`src/rtl/irigb_encoder_if.sv`:
```
// Host-side bundle for irigb_encoder: run control, BCD time inputs and the
// registered IRIG-B outputs. state_dbg mirrors the encoder FSM (0=IDLE, 1=RUN).
interface irigb_encoder_if;
  // Handshake: enable is a level, pps is rising-edge significant, time_load is a
  // one-cycle strobe that is always accepted (no ready); all outputs are registered.
  logic       enable;
  logic       pps;
  logic       time_load;
  logic [6:0] sec_bcd;
  logic [6:0] min_bcd;
  logic [5:0] hour_bcd;
  logic [9:0] day_bcd;
  logic [7:0] year_bcd;
  logic       irigb_out;
  logic       frame_start;
  logic       running;
  logic       state_dbg;

  modport master (
    output enable, pps, time_load, sec_bcd, min_bcd, hour_bcd, day_bcd, year_bcd,
    input  irigb_out, frame_start, running, state_dbg
  );

  modport slave (
    input  enable, pps, time_load, sec_bcd, min_bcd, hour_bcd, day_bcd, year_bcd,
    output irigb_out, frame_start, running, state_dbg
  );
endinterface

```
`src/rtl/irigb_encoder.sv`:
```
// IRIG-B (B00x) DC-level encoder aligned to 1 PPS, with shadow/frame time registers.
// Optional IRIGB_SBS_EN adds straight-binary seconds-of-day in bits 80-88 / 90-97.
module irigb_encoder #(
  parameter int CLKFREQ = 100_000_000
) (
  input logic            clk,
  input logic            rst,
  irigb_encoder_if.slave bus
);
  localparam int TICKS  = CLKFREQ / 1000;
  localparam int TICK_W = (TICKS > 1) ? $clog2(TICKS) : 1;
  localparam logic [TICK_W-1:0] TICK_MAX = TICK_W'(TICKS - 1);

  typedef enum logic {IDLE = 1'b0, RUN = 1'b1} state_t;

  typedef struct packed {
    logic [7:0] year;
    logic [9:0] day;
    logic [5:0] hour;
    logic [6:0] min;
    logic [6:0] sec;
  } time_t;

  state_t            state, state_n;
  logic [TICK_W-1:0] tick, tick_n;
  logic [3:0]        ms, ms_n;
  logic [6:0]        bit_idx, bit_n;
  logic              pps_d;
  logic              pps_rise;
  logic              frame_go;
  time_t             in_time, shadow, frame_reg;
  logic [99:0]       stream;
  logic              is_marker;
  logic [3:0]        hi_ms;
  logic              level;

  assign pps_rise      = bus.pps & ~pps_d;
  assign in_time       = {bus.year_bcd, bus.day_bcd, bus.hour_bcd, bus.min_bcd, bus.sec_bcd};
  assign bus.state_dbg = (state == RUN);

  // Next-state and counter advance; frame_go marks the edge where a frame begins.
  always_comb begin
    state_n  = state;
    tick_n   = tick;
    ms_n     = ms;
    bit_n    = bit_idx;
    frame_go = 1'b0;
    if (!bus.enable) begin
      state_n = IDLE;
      tick_n  = '0;
      ms_n    = '0;
      bit_n   = '0;
    end else begin
      case (state)
        IDLE: begin
          tick_n = '0;
          ms_n   = '0;
          bit_n  = '0;
          if (pps_rise) begin
            state_n  = RUN;
            frame_go = 1'b1;
          end
        end
        RUN: begin
          if (pps_rise) begin
            tick_n   = '0;
            ms_n     = '0;
            bit_n    = '0;
            frame_go = 1'b1;
          end else if (tick == TICK_MAX) begin
            tick_n = '0;
            if (ms == 4'd9) begin
              ms_n = '0;
              if (bit_idx == 7'd99) begin
                bit_n    = '0;
                frame_go = 1'b1;
              end else begin
                bit_n = bit_idx + 7'd1;
              end
            end else begin
              ms_n = ms + 4'd1;
            end
          end else begin
            tick_n = tick + TICK_W'(1);
          end
        end
        default: state_n = IDLE;
      endcase
    end
  end

`ifdef IRIGB_SBS_EN
  logic [16:0] sbs;
  assign sbs = (17'(frame_reg.hour[5:4]) * 17'd10 + 17'(frame_reg.hour[3:0])) * 17'd3600
             + (17'(frame_reg.min[6:4])  * 17'd10 + 17'(frame_reg.min[3:0]))  * 17'd60
             +  17'(frame_reg.sec[6:4])  * 17'd10 + 17'(frame_reg.sec[3:0]);
`endif

  always_comb begin
    stream        = '0;
    stream[4:1]   = frame_reg.sec[3:0];
    stream[8:6]   = frame_reg.sec[6:4];
    stream[13:10] = frame_reg.min[3:0];
    stream[17:15] = frame_reg.min[6:4];
    stream[23:20] = frame_reg.hour[3:0];
    stream[26:25] = frame_reg.hour[5:4];
    stream[33:30] = frame_reg.day[3:0];
    stream[38:35] = frame_reg.day[7:4];
    stream[41:40] = frame_reg.day[9:8];
    stream[53:50] = frame_reg.year[3:0];
    stream[58:55] = frame_reg.year[7:4];
`ifdef IRIGB_SBS_EN
    stream[88:80] = sbs[8:0];
    stream[97:90] = sbs[16:9];
`endif
  end

  // High time in ms for the current bit: marker 8, one 5, zero 2.
  always_comb begin
    is_marker = (bit_idx == 7'd0);
    for (int k = 9; k < 100; k += 10) begin
      if (bit_idx == 7'(k)) is_marker = 1'b1;
    end
    if (is_marker)            hi_ms = 4'd8;
    else if (stream[bit_idx]) hi_ms = 4'd5;
    else                      hi_ms = 4'd2;
  end

  assign level = (state == RUN) && (ms < hi_ms);

  always_ff @(posedge clk or posedge rst) begin
    if (rst) begin
      state           <= IDLE;
      tick            <= '0;
      ms              <= '0;
      bit_idx         <= '0;
      pps_d           <= 1'b0;
      shadow          <= '0;
      frame_reg       <= '0;
      bus.irigb_out   <= 1'b0;
      bus.frame_start <= 1'b0;
      bus.running     <= 1'b0;
    end else begin
      state   <= state_n;
      tick    <= tick_n;
      ms      <= ms_n;
      bit_idx <= bit_n;
      pps_d   <= bus.pps;
      if (bus.time_load) shadow <= in_time;
      // A load on the frame-start edge bypasses the shadow into this frame.
      if (frame_go) frame_reg <= bus.time_load ? in_time : shadow;
      bus.irigb_out   <= bus.enable && level;
      bus.frame_start <= bus.enable && (state == RUN) && (bit_idx == 7'd0)
                         && (ms == 4'd0) && (tick == '0);
      bus.running     <= bus.enable && (state == RUN);
    end
  end
endmodule

```
`src/flat_wrapper.sv`:
```
// flat-port wrapper written by rule: the top's interface ports become plain ports
module irigb_encoder_flat 
#(
  parameter int CLKFREQ = 100_000_000
)
  (clk, rst, bus_enable, bus_pps, bus_time_load, bus_sec_bcd, bus_min_bcd, bus_hour_bcd, bus_day_bcd, bus_year_bcd, bus_irigb_out, bus_frame_start, bus_running, bus_state_dbg);
  irigb_encoder_if bus_i ();
  input logic clk;
  input logic rst;
  input wire logic [$bits(bus_i.enable)-1:0] bus_enable;
  input wire logic [$bits(bus_i.pps)-1:0] bus_pps;
  input wire logic [$bits(bus_i.time_load)-1:0] bus_time_load;
  input wire logic [$bits(bus_i.sec_bcd)-1:0] bus_sec_bcd;
  input wire logic [$bits(bus_i.min_bcd)-1:0] bus_min_bcd;
  input wire logic [$bits(bus_i.hour_bcd)-1:0] bus_hour_bcd;
  input wire logic [$bits(bus_i.day_bcd)-1:0] bus_day_bcd;
  input wire logic [$bits(bus_i.year_bcd)-1:0] bus_year_bcd;
  output wire logic [$bits(bus_i.irigb_out)-1:0] bus_irigb_out;
  output wire logic [$bits(bus_i.frame_start)-1:0] bus_frame_start;
  output wire logic [$bits(bus_i.running)-1:0] bus_running;
  output wire logic [$bits(bus_i.state_dbg)-1:0] bus_state_dbg;
  assign bus_i.enable = bus_enable;
  assign bus_i.pps = bus_pps;
  assign bus_i.time_load = bus_time_load;
  assign bus_i.sec_bcd = bus_sec_bcd;
  assign bus_i.min_bcd = bus_min_bcd;
  assign bus_i.hour_bcd = bus_hour_bcd;
  assign bus_i.day_bcd = bus_day_bcd;
  assign bus_i.year_bcd = bus_year_bcd;
  assign bus_irigb_out = bus_i.irigb_out;
  assign bus_frame_start = bus_i.frame_start;
  assign bus_running = bus_i.running;
  assign bus_state_dbg = bus_i.state_dbg;
  irigb_encoder #(.CLKFREQ(CLKFREQ)) u_core (.clk(clk), .rst(rst), .bus(bus_i));
endmodule
```
`config.mk`:
```
export PLATFORM = sky130hd
export DESIGN_NAME = irigb_encoder_flat
export DESIGN_NICKNAME = d
export VERILOG_FILES = /design/src/rtl/irigb_encoder_if.sv /design/src/rtl/irigb_encoder.sv /design/src/flat_wrapper.sv
export SDC_FILE = /design/constraint.sdc
export NUM_CORES = 1
export LEC_CHECK = 0
export ABC_CLOCK_PERIOD_IN_PS = 4400
export BUFFER_PORTS_ARGS = -buffer_cell sky130_fd_sc_hd__buf_2
export CORE_ASPECT_RATIO = 1.5
export CORE_UTILIZATION = 55
export DETAILED_ROUTE_END_ITERATION = 12
export PLACE_DENSITY = 0.75
export SETUP_SLACK_MARGIN = 0.05
export SLEW_MARGIN = 20
export SYNTH_ARGS = -nofsm -noshare
export SYNTH_HDL_FRONTEND = slang
export SYNTH_SLANG_ARGS = --single-unit
```
`constraint.sdc`:
```
create_clock -name clk -period 4.4 [get_ports clk]
set_clock_uncertainty 0.05 [all_clocks]
set_input_delay 0.22 -clock clk [delete_from_list [all_inputs] [get_ports clk]]
set_output_delay 0.22 -clock clk [all_outputs]
set_load 0.02 [all_outputs]
```
==> results summary <==
Setup repair after global routing left no endpoint under its margin. The fraction of final layout cells sized beyond drive strength 1 is 33.3%. The root buffer selected by CTS is sky130_fd_sc_hd__clkbuf_16. Dividing the detail-routed wire length by the instance count gives 16.8 µm. The cell depth of the worst flop-to-flop path came out at 9.

The instance count along the most critical hold path is 2. The number of failing setup endpoints in the final timing report came out at 0. In this run the tightest slew margin relative to its limit is a little over a third. The wire length reported by the detailed router came out at 9760 µm.

The arrival time of data at the critical path endpoint is 3.39 ns. The initial DRC count is roughly 130. For this run, the number of Yosys warnings is 0. For the pin with the worst max-slew slack, the measured transition is approximately 0.95 ns. The number of port buffers came out at 46. The number of levels the H-tree was split into came out at 3. The overall power after layout came out at roughly 0.0022 W. The final worst slack is 1.18 ns. Summed over all instances, the cell type with the most area after synthesis is sky130_fd_sc_hd__dfrtp_1. Of the synthesized area, sequential elements account for a little over half.

The number of sinks on the clock net came out at 109. After legalization and detailed placement, the total HPWL measured between 6000 and 7000 µm. The post-CTS setup-driven buffer insertion count is 0.

The worst setup path is captured at a register. The worst path uses between 70% and 80% of the clock period. The number of placed instances, taps included, is 564. The maximum clock insertion buffer count came out at 2. The critical path is of the reg -> reg type. For this run, design rule violations remaining after detail routing come to 0.

The average footprint of a synthesized cell came out at 12.4 µm². The mean number of vias per cell came out at 5.71. For this design the ratio of total power to cell area is 378 nW/µm². The number of antenna diodes in the final layout is 0.

The full die area came out at a little under 10000 µm². Following the worst setup path forward leads to its endpoint at u_core.bus.irigb_out$_DFF_PP0_. The post-detailed-route count of antenna-violating nets is 0. The area growth from synthesis to layout is 11.6%. In this run the cell area measured after placement is 5510 µm². The min-delay analysis places its worst path in the category in -> reg. The worst setup path is launched from a register. The number of standard cells in the layout, taps in and fillers out came out at 581. In this run, post-CTS repair resized a total of 0 instances. The most critical setup path has its startpoint at u_core.bit_idx[0]$_DFFE_PP0P_. The worst IR drop on VDD is 0.000222 V. TritonCTS built the clock tree. The count of vias placed by the detailed router is 3319. The critical path required time came out at 4.57 ns.

The pre-antenna-repair detailed-routing pass consisted of 4 iterations. The count of unique library cells instantiated by Yosys is 54. 47 I/O pins were placed. The flop-to-flop setup slack came out at 1.18 ns. The number of maximum-capacitance violations is 0. The fmax is 0.310 GHz. Summed over all cells, the static leakage comes to 2.51 nW. The setup TNS after final layout came out at 0 ns. The number of global-route vias before repair is 3496. Synthesis inferred roughly 110 register bits. The launch point of the worst reg-to-reg path is u_core.bit_idx[0]$_DFFE_PP0P_. The initial antenna violation count is 0. Measured along the x axis, the die boundary spans between 80 and 90 µm. The number of enable-type register cells in the synthesized netlist is 0. Ranked by total cell area, the synthesized netlist is headed by sky130_fd_sc_hd__dfrtp_1 (52%), sky130_fd_sc_hd__mux2_2 (13%), sky130_fd_sc_hd__mux2_4 (5.8%). The total number of placement rows came out at 43. The overall routing resource usage came out at between 20% and 30%. The largest individual stage delay along the critical path comes from the cell sky130_fd_sc_hd__dfrtp_1. After global routing the overflow that remains totals 0.

The region available for standard cell placement spans 9200 µm². The maximum number of pins on one net before global-route repair came out at 58. The top cell type by area accounts for approximately 52% of the synthesized area. OpenSTA, run right after detailed placement, puts the worst setup slack at between 1 and 1.5 ns. The net count of the finished layout came out at between 500 and 600.

The finished layout cell area came out at about 5800 µm². The summed instance area of the synthesized netlist came out at ~5200 µm². The final number of hold-violating endpoints came out at 0. For this configuration, the core starts out at a cell density of 56.5%. The clock-pin slew of the registers on the worst-case setup and hold paths is around 0.070 ns.

For the finished layout, the period the worst path requires is 3.22 ns. The endpoint of the most critical register-to-register path is u_core.bus.irigb_out$_DFF_PP0_. In the synthesized netlist the dominant register cell turns out to be sky130_fd_sc_hd__dfrtp_1.

The clock insertion delay at the later pin of the skew report came out at approximately 0.35 ns. Counting every net in the synthesized netlist gives 475. The die is 121 µm tall. After technology mapping, the gate count stands at 421. The congestion estimate from routability-driven global placement came to 0.951. Counting both buffers and inverters, the worst setup path holds a total of 0. The largest stage delay on the critical path is 0.91 ns.

Of all flip-flops after synthesis, the portion carrying an async set or reset was 100%. Along the worst path, the maximum fanout reaches 24. The critical path goes through mux4_2 > a2111oi_0 > o22ai_1 > nor3_1 > o21ai_0 > ha_1 > nor2_1 > o211ai_1 > o21ai_1. The final count of pins violating max slew came out at 0. The cell class contributing the biggest share of worst-path delay is compound AO/OA/AOI/OAI gates.

The number of logic stages on the critical path including buffering came out at 9. The run finished with clean final reports. The wire length of the first global-routing pass came out at 16600 µm. The TritonCTS buffer count came out at 9.
[worst min path at each step]
stage,start,endpoint,slack [ns]
6_report,bus_min_bcd[3],u_core.shadow[10]$_DFF_PP0_,0.07
5_1_grt,bus_min_bcd[1],u_core.shadow[8]$_DFF_PP0_,0.07
4_1_cts,bus_min_bcd[0],u_core.shadow[7]$_DFF_PP0_,0.07
3_5_place_dp,bus_pps,u_core.pps_d$_DFF_PP0_,0.29
3_3_place_gp,bus_pps,u_core.pps_d$_DFF_PP0_,0.29
2_1_floorplan,bus_pps,u_core.pps_d$_DFF_PP0_,0.20
[through the flow]
stage	util, %	hold WS, ns
6_report	63.1	0.0713
5_1_grt	63.1	0.0713
4_1_cts	63.1	0.0654
3_5_place_dp	59.9	0.293
3_3_place_gp	59.9	0.291
2_1_floorplan	-	0.201
[kinds of logic after synthesis]
family | after synthesis | share of synthesized area [%]
and+or+nand+nor | 111 | 11.5
DFF | 109 | 52.4
muxes | 91 | 21.2
AOI/OAI and AO/OA | 45 | 5.87
buffers and inverters | 34 | 3.01
xor gates and xnor gates | 20 | 3.37
adders and majority gates | 11 | 2.65
[what timing repair did]
action	in CTS	in global routing
hold endpoints to repair	53	0
hold buffers	2	0
setup endpoints to repair	0	0
[routing by layer]
layer | routed length, µm | GRT usage, % | share of wire, % | vias up
met4 | 195 | 8.82 | 2.0 | 0
met1 | 4070 | 26.9 | 42 | 1674
met3 | 273 | 4.29 | 2.8 | 15
met2 | 5220 | 38.8 | 54 | 58
met5 | 0 | 0 | 0 | -
li1 | - | - | - | 1572
[worst reg2reg max path: cells and delay by family, from the launching register on]
family,cells,cell delay [ns]
AOI/OAI and AO/OA,5,1.02
adders and majority gates,1,0.29
DFF,1,0.91
muxes,1,0.61
and+or+nand+nor,2,0.23
[synth_stat cells (7+ instances only)]
| library cell | count |
|---|---|
| sky130_fd_sc_hd__mux2i_1 | 8 |
| sky130_fd_sc_hd__nor2_1 | 33 |
| sky130_fd_sc_hd__o21ai_0 | 9 |
| sky130_fd_sc_hd__xnor2_1 | 7 |
| sky130_fd_sc_hd__mux2_2 | 61 |
| sky130_fd_sc_hd__dfrtp_1 | 109 |
| sky130_fd_sc_hd__ha_1 | 11 |
| sky130_fd_sc_hd__a21oi_1 | 9 |
| sky130_fd_sc_hd__inv_1 | 15 |
| sky130_fd_sc_hd__xor2_1 | 13 |
| sky130_fd_sc_hd__nand3_1 | 18 |
| sky130_fd_sc_hd__nand2_1 | 15 |
| sky130_fd_sc_hd__mux2_4 | 20 |
| sky130_fd_sc_hd__clkbuf_1 | 7 |
[final cells by class]
class | count | area, µm²
fill | 717 | 3390
inverter | 15 | 58.8
clock inverter | 6 | 50.0
timing repair buffer | 52 | 280
multi-input combinational | 278 | 2330
clock buffer | 9 | 225
sequential | 109 | 2730
tap | 112 | 140
[power breakdown]
| group | internal, W | switching (W) | total [W] |
|---|---|---|---|
| clock | 0.000385 | 0.000364 | 0.000749 |
| sequential | 0.00112 | 0.0000619 | 0.00118 |
| combinational | 0.000161 | 0.000105 | 0.000266 |
| total | 0.00167 | 0.000530 | 0.00220 |
[cell usage in the layout (no fill, tap or decap), drive strengths merged, types with 7 or more instances in the layout]
cell type	Yosys	routed
buf	12	50
a21oi	9	9
nand2	15	15
mux2	82	82
clkbuf	7	9
dfrtp	109	109
nor2	33	33
xnor2	7	7
inv	15	16
xor2	13	13
ha	11	11
nand3	18	18
o21ai	13	13
mux2i	8	8
No activity file was read; power rests on OpenSTA's default activity.
